### src/rtl/conv_layer_sequencer.sv
// Convolution layer sequencer: walks num_cout output channels, each accumulating over
// num_cin input channels, and drives the datapath strobes and store handshake.
module conv_layer_sequencer #(
  parameter int unsigned CH_W = 8
) (
  input  logic            clk,
  input  logic            rst,
  input  logic            start,
  input  logic            abort,
  input  logic [CH_W-1:0] cfg_num_cin,
  input  logic [CH_W-1:0] cfg_num_cout,
  input  logic            cfg_relu_en,
  input  logic            conv_done,
  input  logic            store_ready,
  output logic            busy,
  output logic            c_load,
  output logic            bias_init,
  output logic            cin,
  output logic            conv,
  output logic            relu,
  output logic            cout,
  output logic            conv_start,
  output logic            store_valid,
  output logic [CH_W-1:0] cin_idx,
  output logic [CH_W-1:0] cout_idx,
  output logic            last_cin,
  output logic            done
);

  typedef enum logic [3:0] {
    StIdle,
    StChLoad,
    StBias,
    StConv,
    StCountIn,
    StActivate,
    StStore,
    StCountOut,
    StDone
  } state_e;

  localparam logic [CH_W-1:0] One = CH_W'(1);

  state_e          state_q, state_d;
  logic [CH_W-1:0] ncin_q, ncin_d;
  logic [CH_W-1:0] ncout_q, ncout_d;
  logic [CH_W-1:0] cin_q, cin_d;
  logic [CH_W-1:0] cout_q, cout_d;
  logic            relu_en_q, relu_en_d;
  logic            conv_first_q, conv_first_d;
  logic            last_cin_w, last_cout_w;

  // Latched counts are never 0, so count-1 never underflows once a layer has started.
  assign last_cin_w  = (cin_q == ncin_q - One);
  assign last_cout_w = (cout_q == ncout_q - One);

  // Next-state, counter and configuration update; abort overrides everything.
  always_comb begin
    state_d   = state_q;
    ncin_d    = ncin_q;
    ncout_d   = ncout_q;
    cin_d     = cin_q;
    cout_d    = cout_q;
    relu_en_d = relu_en_q;
    unique case (state_q)
      StIdle: begin
        if (start) begin
          state_d   = StChLoad;
          ncin_d    = (cfg_num_cin == '0) ? One : cfg_num_cin;
          ncout_d   = (cfg_num_cout == '0) ? One : cfg_num_cout;
          relu_en_d = cfg_relu_en;
          cin_d     = '0;
          cout_d    = '0;
        end
      end
      StChLoad: state_d = StBias;
      StBias:   state_d = StConv;
      StConv: begin
        if (conv_done) begin
          if (!last_cin_w) begin
            state_d = StCountIn;
          end else if (relu_en_q) begin
            state_d = StActivate;
          end else begin
            state_d = StStore;
          end
        end
      end
      StCountIn: begin
        cin_d   = cin_q + One;
        state_d = StConv;
      end
      StActivate: state_d = StStore;
      StStore: begin
        if (store_ready) begin
          state_d = last_cout_w ? StDone : StCountOut;
        end
      end
      StCountOut: begin
        cout_d  = cout_q + One;
        cin_d   = '0;
        state_d = StChLoad;
      end
      StDone:  state_d = StIdle;
      default: state_d = StIdle;
    endcase
    if (abort) begin
      state_d = StIdle;
      cin_d   = '0;
      cout_d  = '0;
    end
  end

  // conv_start is registered so it stays a pure Moore output of the first CONV cycle.
  always_comb begin
    conv_first_d = (state_d == StConv) && (state_q != StConv);
  end

  // State, counters and latched configuration.
  always_ff @(posedge clk or posedge rst) begin
    if (rst) begin
      state_q      <= StIdle;
      ncin_q       <= '0;
      ncout_q      <= '0;
      cin_q        <= '0;
      cout_q       <= '0;
      relu_en_q    <= 1'b0;
      conv_first_q <= 1'b0;
    end else begin
      state_q      <= state_d;
      ncin_q       <= ncin_d;
      ncout_q      <= ncout_d;
      cin_q        <= cin_d;
      cout_q       <= cout_d;
      relu_en_q    <= relu_en_d;
      conv_first_q <= conv_first_d;
    end
  end

  // Moore output decode.
  always_comb begin
    busy        = (state_q != StIdle);
    c_load      = (state_q == StChLoad);
    bias_init   = (state_q == StBias);
    cin         = (state_q == StCountIn);
    conv        = (state_q == StConv);
    relu        = (state_q == StActivate);
    cout        = (state_q == StCountOut);
    conv_start  = conv_first_q;
    store_valid = (state_q == StStore);
    done        = (state_q == StDone);
    cin_idx     = cin_q;
    cout_idx    = cout_q;
    last_cin    = last_cin_w;
  end

endmodule

### config.mk
export PLATFORM = sky130hd
export DESIGN_NAME = conv_layer_sequencer
export DESIGN_NICKNAME = d
export VERILOG_FILES = /design/src/rtl/conv_layer_sequencer.sv
export SDC_FILE = /design/constraint.sdc
export NUM_CORES = 1
export LEC_CHECK = 0
export CORE_MARGIN = 10
export CORE_UTILIZATION = 50
export DETAILED_ROUTE_END_ITERATION = 10
export PLACE_DENSITY = 0.78
export SYNTH_ARGS = -nofsm -noshare
export SYNTH_HDL_FRONTEND = slang
export SYNTH_SLANG_ARGS = --single-unit
### constraint.sdc
create_clock -name clk -period 4.81 [get_ports clk]
set_clock_uncertainty 0.15 [all_clocks]
set_input_delay 0.481 -clock clk [delete_from_list [all_inputs] [get_ports clk]]
set_output_delay 0.481 -clock clk [all_outputs]
set_load 0.005 [all_outputs]
# Word-level counts from Yosys, hierarchy flattened
# Index checks and enable logic that the tools add are counted.
# op_classes
n_addsub	4
n_reduce_logical	11
eq_ne	13
muxes	15
# op_table
cell	count
$mux W8	5
$pmux W4 S7	1
$pmux W8 S3	1
$mux W4	5
$add A8 B1 Y8 const B	2
$eq A4 B3 Y1 const B	4
$eq A8 B8 Y1	2
$logic_not A8 Y1	2
$pmux W8 S2	1
$sub A8 B1 Y8 const B	2
$eq A4 B2 Y1 const B	3
$reduce_bool A4 Y1	2
$reduce_and A2 Y1	3
$eq A4 B1 Y1 const B	1
$eq A4 B4 Y1 const B	1
$logic_not A4 Y1	1
$mux W2	2
$ne A4 B2 Y1 const B	1
$ne A3 B3 Y1 const B	1
$reduce_bool A3 Y1	1
$reduce_or A2 Y1	1
$logic_and A1 B1 Y1	1
# word_totals
word_cells	50
register_bits	38
input_bits	23

# Depth between registers and ports, before layout
# Gate-level depths: netlist (run 1).
# depth
word_depth	8
depth_mapped	8

# Worst setup path after synthesis (run 1)
# No wires, ideal clock.
# synth_path
kind	register to output
from	register ncin_q[0]
to	output last_cin
arrival_ns	1.597
path_stages_with_launch	5
setup_slack_ns	2.582
t_required_ns	4.179
cell_sequence	dfrtp_1 or4_4 o41a_2 o21ai_2 nor3_1
# synth_via
elab_chain_len	2
# synth_lines
element	line_no	rtl
start, declared	45	logic [CH_W-1:0] ncin_q, ncin_d;
start signal, assigned	131	ncin_q <= ncin_d;
$sub A8 B1 Y8	54	assign last_cin_w = (cin_q == ncin_q - One);
$eq A8 B8 Y1	54	
end, declared	26	output logic last_cin,
# Every way passes these cells.

# Worst setup path in the final report (run 1)
# Ends and elaborated chain as after synthesis.

==> results of run 1 <==
worst min-delay path: cells and delay by family (launching register included):
family,cells,cell delay [ns]
flops,1,0.37
simple gates,2,0.11
layout by cell type (no fill, tap or decap), types with 2 or more instances in the layout:
cell type        synthesis  final
nor2_1                  25     25
o21ai_0                 10     10
o2111a_1                 2      2
and3b_1                  2      2
and3_1                   3      3
o211ai_1                 2      2
nor3b_1                  2      2
clkbuf_8                 0      5
clkbuf_1                 9      2
xnor2_1                 17     17
or4_1                    3      3
ha_1                     4      4
a211oi_1                 2      2
inv_1                   11     11
a31oi_1                  2      2
nor3_1                  17     17
nor4_1                   3      3
dfrtp_1                 38     38
nand2b_1                 3      3
nor4b_2                  2      2
nand4_1                  7      7
nand2_1                 45     45
xor2_1                  14     14
nand3_1                  6      6
a21oi_1                  5      5
a22o_1                   2      2
buf_4                    0      2
clkdlybuf4s50_1          0     49
routing by layer:
metal,GRT usage,wire length (um),vias up
li1,-,-,1003
met1,0.202,2610,971
met2,0.242,2620,75
met3,0.0464,440,10
met4,0.0435,77,0
met5,0,0,-
layout make-up:
class | count | area, um2
sequential | 38 | 951
tap | 52 | 65.1
clock inverter | 1 | 30.0
inverter | 11 | 41.3
clock buffer | 7 | 76.3
multi-input combinational | 199 | 1270
fill | 361 | 1480
timing repair buffer | 51 | 505
power breakdown:
part	internal, mW	total (mW)	switching (mW)
Sequential	0.357	0.406	0.0494
Combinational	0.126	0.262	0.136
Clock	0.155	0.267	0.112
Total	0.638	0.935	0.297
kinds of logic after synthesis:
logic type | synth area share
DFF | 0.413
xor gates and xnor gates | 0.128
adders and majority gates | 0.0218
AOI/OAI and AO/OA | 0.115
muxes | 0.00435
buffers and inverters | 0.0364
and+or+nand+nor | 0.282
worst max path at each step:
stage                     from         end  slack, ns  cells past startpoint
floorplan            ncin_q[0]    last_cin       2.58                      4
global placement         abort  cin_idx[7]       2.04                      7
detailed placement  state_q[0]  cin_idx[7]       1.94                      6
CTS                  ncin_q[0]    last_cin       1.71                      7
global route         ncin_q[0]    last_cin       1.55                      7
finish               ncin_q[0]    last_cin       1.72                      7
state kept, by name, indices dropped and copies added (netlist names):
| name | count |
|---|---|
| cin_idx | 8 |
| cout_idx | 8 |
| ncin_q | 8 |
| ncout_q | 8 |
| state_q | 4 |
| conv_start | 1 |
| relu_en_q | 1 |
==> run metrics, run 1 <==
status complete, no violations; final WL 5.75 mm; fin worst setup slack 1.72 ns; Final Hold Vio Count 0; total number of vias 2059; Final #Nets 333; R2R depth 6; Synth Instances 259; setup TNS 0 ns; Synth Flop Type dfrtp_1; cell chain of the critical path inv_1, ha_1, nor3b_1, and3b_1, o211ai_1, nor3_1, clkdlybuf4s50_1; Ports 50; total gr overflow 0; Leak Pwr 1.26 nW; Final GP Congestion 0.833; YS warnings 0; post-layout minimum cycle time 3.09 ns; Iter 0 DRT Violations 169; hold_ws 0.355 ns; Rows 24; core footprint 0.00441 mm2; Unique masters post-synth 48; WP buf/inv 2; Post-Place Cells 351; Hold EP ncout_q[7]; Synth async-reset ratio 1.00; CP required 4.18 ns; WL/cell 16.0 um; Pre-antenna DRT Iters 4; fmax 0.324 GHz; CTS Buf Count 5; utilization after layout 0.665; Rel. slew slack 0.381; Syn Area/Cell 8.88 um2; crit path kind reg2out; final period utilization 0.642; post-synthesis sequential area ratio 0.413; Total Die Area 0.00771 mm2; post-synthesis cell area 0.00230 mm2; largest net degree at the start of global routing 39; vias in the first global route 2004; top cells by area, synth dfrtp_1 41%, nand2_1 7.3%, xnor2_1 6.5%; vias per cell 5.74; HP Class reg2reg; Worst Hold Launch ncout_q[7]; EDFF count, synth 0; crit path capture type output pin; largest vdd supply drop 203 uV; first-pass GRT wire length 9.63 mm; Pwr Total 935 uW; initial antenna violation count 0; hold-fix buffers at CTS 0; CTS Sinks 38; R2R Path Start state_q[1]; antenna-violating nets left 0; slowest CP cell clkdlybuf4s50_1; Clk pin slew, worst setup/hold paths 0.07 ns; diodes inserted 0; RSZ-0062 raised after global routing no; layout cells sized above 1 0.0619; synthesis-to-finish area growth 27.6%; WP data arrival 2.46 ns; clk buf depth 2; crit-path max FO 4; Die Ht 87.8 um; pre-CTS setup slack 1.94 ns; leading area contributor after synthesis dfrtp_1; Pins Over Slew Limit 0; worst reg2reg setup slack 1.93 ns; Post-synth top cells 45 x nand2_1, 38 x dfrtp_1, 25 x nor2_1; most frequent cell after synthesis nand2_1; Root Buffer clkbuf_8; Final HPWL DP 4.26 mm; Worst path max stage delay 0.53 ns; Top delay family on crit path simple AND/OR/NAND/NOR gates; hold depth 2; Worst-Margin Slew 0.924 ns; Finished Layout Cells 359; placed standard-cell area 0.00283 mm2; Worst-Skew Late Latency 0.29 ns; post-route cell area 0.00294 mm2; Max-Cap Viols 0; Die W 87.8 um; flop and latch count out of synthesis 38; Syn Nets 286; # H-tree levels 2; detailed-route DRC error count 0; IO buf count 49; share of Yosys cell area claimed by the top area cell type 0.413; Starting Density 0.521; worst r2r dst cout_idx[7]; CTS tree yes; Total GRT Usage 0.155; CTS resizes 0; power per standard cell area 319 mW/mm2; setup bufs post-CTS 0; Final setup viols 0; Worst setup SP type register
Note: power is estimated with default switching activity, not from simulation.
==> run 2: changes to the inputs <==
CORE_UTILIZATION = 46   (was 50)
PLACE_DENSITY = 0.75   (was 0.78)
clock period = 2.7 ns   (was 4.81 ns; I/O delays follow)
==> run metrics, run 2 (same netlist as run 1, synthesis figures left out) <==
status complete, no violations; Final GP Congestion 0.879 (+5.6%); final WL 5.95 mm (+3.5%); Leak Pwr 1.33 nW (+5.0%); power per standard cell area 572 mW/mm2 (+79%); first-pass GRT wire length 10.0 mm (+3.8%); sw frac 0.322 (+0.00469); Max-Cap Viols 0 (unchanged); fmax 0.381 GHz; IO buf count 49 (unchanged); initial antenna violation count 0 (unchanged); CTS tree yes; Die Ht 90.7 um (+3.3%); Die W 90.7 um (+3.3%); most frequent cells in the layout 48 x clkdlybuf4s50_1, 45 x nand2_1, 37 x dfrtp_1, 25 x nor2_1; Worst path max stage delay 0.57 ns (+0.04 ns); P_sw 562 uW (+89%); crit-path max FO 4 (unchanged); clk buf depth 2 (unchanged); largest vdd supply drop 381 uV (+88%); total gr overflow 0 (unchanged); Iter 0 DRT Violations 156 (-7.7%); Total GRT Usage 0.145 (-0.00964); Filler cells 420 (+16%); detailed-route DRC error count 0 (unchanged); Seq pwr share 0.411 (-0.023); layout cells sized above 1 0.0984 (+0.0365); diodes inserted 0 (unchanged); synthesis-to-finish area growth 32.5%; placed standard-cell area 0.00290 mm2 (+2.5%); Final #Nets 342 (+2.7%); vias per cell 5.45 (-5.1%); CP required 2.28 ns (-1.90 ns); total number of vias 2080 (+1.0%); clock power share 0.288 (+0.002); area of the multi-input gates 0.00129 mm2 (+1.7%); Final setup viols 0 (unchanged); internal power 1.18 mW (+85%); WL/cell 15.6 um (-2.7%); largest net degree at the start of global routing 39 (unchanged); crit path kind reg2out; Worst setup SP type register; Gate power share 0.302 (+0.022); hold-fix buffers at CTS 0 (unchanged); Pwr Total 1.74 mW (+86%); WP data arrival 2.20 ns (-0.26 ns); CTS Sinks 38 (unchanged); Ports 50 (unchanged); Total Die Area 0.00823 mm2 (+6.7%); Starting Density 0.481 (-0.0405); post-route cell area 0.00305 mm2 (+3.9%); post-layout minimum cycle time 2.62 ns; # H-tree levels 2 (unchanged); RSZ-0062 raised after global routing no; Root Buffer clkbuf_8; Worst-Margin Slew 0.543 ns (-0.381 ns); total area of sequential cells 952 um2 (+0.13%); core footprint 0.00479 mm2 (+8.4%); HP Class in2async; CTS Buf Count 5 (unchanged); cell chain of the critical path or4_4, o41a_2, o21ai_4, nor3_1, dlygate4sd2_1; setup TNS 0 ns (unchanged); most common cell after layout, fill and taps aside clkdlybuf4s50_1; Pins Over Slew Limit 0 (unchanged); crit path capture type output pin; Clk pin slew, worst setup/hold paths 0.07 ns (about the same); utilization after layout 0.637 (-0.0278); Final HPWL DP 4.46 mm (+4.8%); Worst-Skew Late Latency 0.29 ns (about the same); antenna-violating nets left 0 (unchanged); Final Hold Vio Count 0 (unchanged); Rel. slew slack 0.636 (+0.255); slowest CP cell or4_4; vias in the first global route 2054 (+2.5%); final period utilization 0.972; Pre-antenna DRT Iters 4 (unchanged); Rows 25 (+4.2%)
## run 2: metal layers
metal	share of wire	vias up	track usage
met3	0.063	11	0.0457
met5	0	-	0
met4	0.015	0	0.0451
li1	-	1011	-
met1	0.43	991	0.175
met2	0.49	67	0.240
## run 2: worst paths after layout
check | depth (start not counted) | startpoint | end | slack, ns
setup / recovery | 5 | ncin_q[0] | last_cin | 0.08
hold / removal | 3 | rst | ncout_q[7] | 0.24
setup reg to reg | 6 | ncout_q[3] | conv_start | 0.31
hold reg to reg | 2 | ncout_q[7] | ncout_q[7] | 0.38
max in group asynchronous | 3 | rst | ncin_q[2] | 1.81
min in group clk | 3 | cfg_num_cin[7] | ncin_q[7] | 0.38
## run 2: critical path: cells and delay by family (launching register included)
kind,cells,cell delay [ns]
simple gates,2,0.64
compound gates,2,0.58
flops,1,0.42
buf+inv,1,0.28
## run 2: area by class of cell
cell class                 count  area share
clock buffer                   6      0.0271
clock inverter                 1     0.00985
inverter                      11      0.0135
multi-input combinational    199       0.422
sequential                    38       0.312
tap                           67      0.0275
timing repair buffer          60       0.188
## run 2: power groups by stage
stage / clock network [mW] / logic [mW] / registers [mW]
4_1_cts: 0.504 / 0.528 / 0.714
3_5_place_dp: 0 / 0.492 / 0.727
5_1_grt: 0.528 / 0.581 / 0.728
6_report: 0.501 / 0.526 / 0.716
3_3_place_gp: 0 / 0.474 / 0.721
2_1_floorplan: 0 / 0.355 / 0.704
## run 2: what timing repair did
action | 4_1_cts | 5_1_grt
setup endpoints to repair | 1 | 1
gates cloned | 0 | 0
buffers inserted | 2 | 0
gates resized for setup | 5 | 0
pin swaps | 0 | 1
## run 2: through the flow
step	hold WS [ns]	worst slack, ns	instances
2_1_floorplan	0.193	0.481	259
3_3_place_gp	0.354	0.184	373
3_5_place_dp	0.367	0.122	373
4_1_cts	0.252	0.0358	382
5_1_grt	0.280	0.0104	382
6_report	0.235	0.0755	382
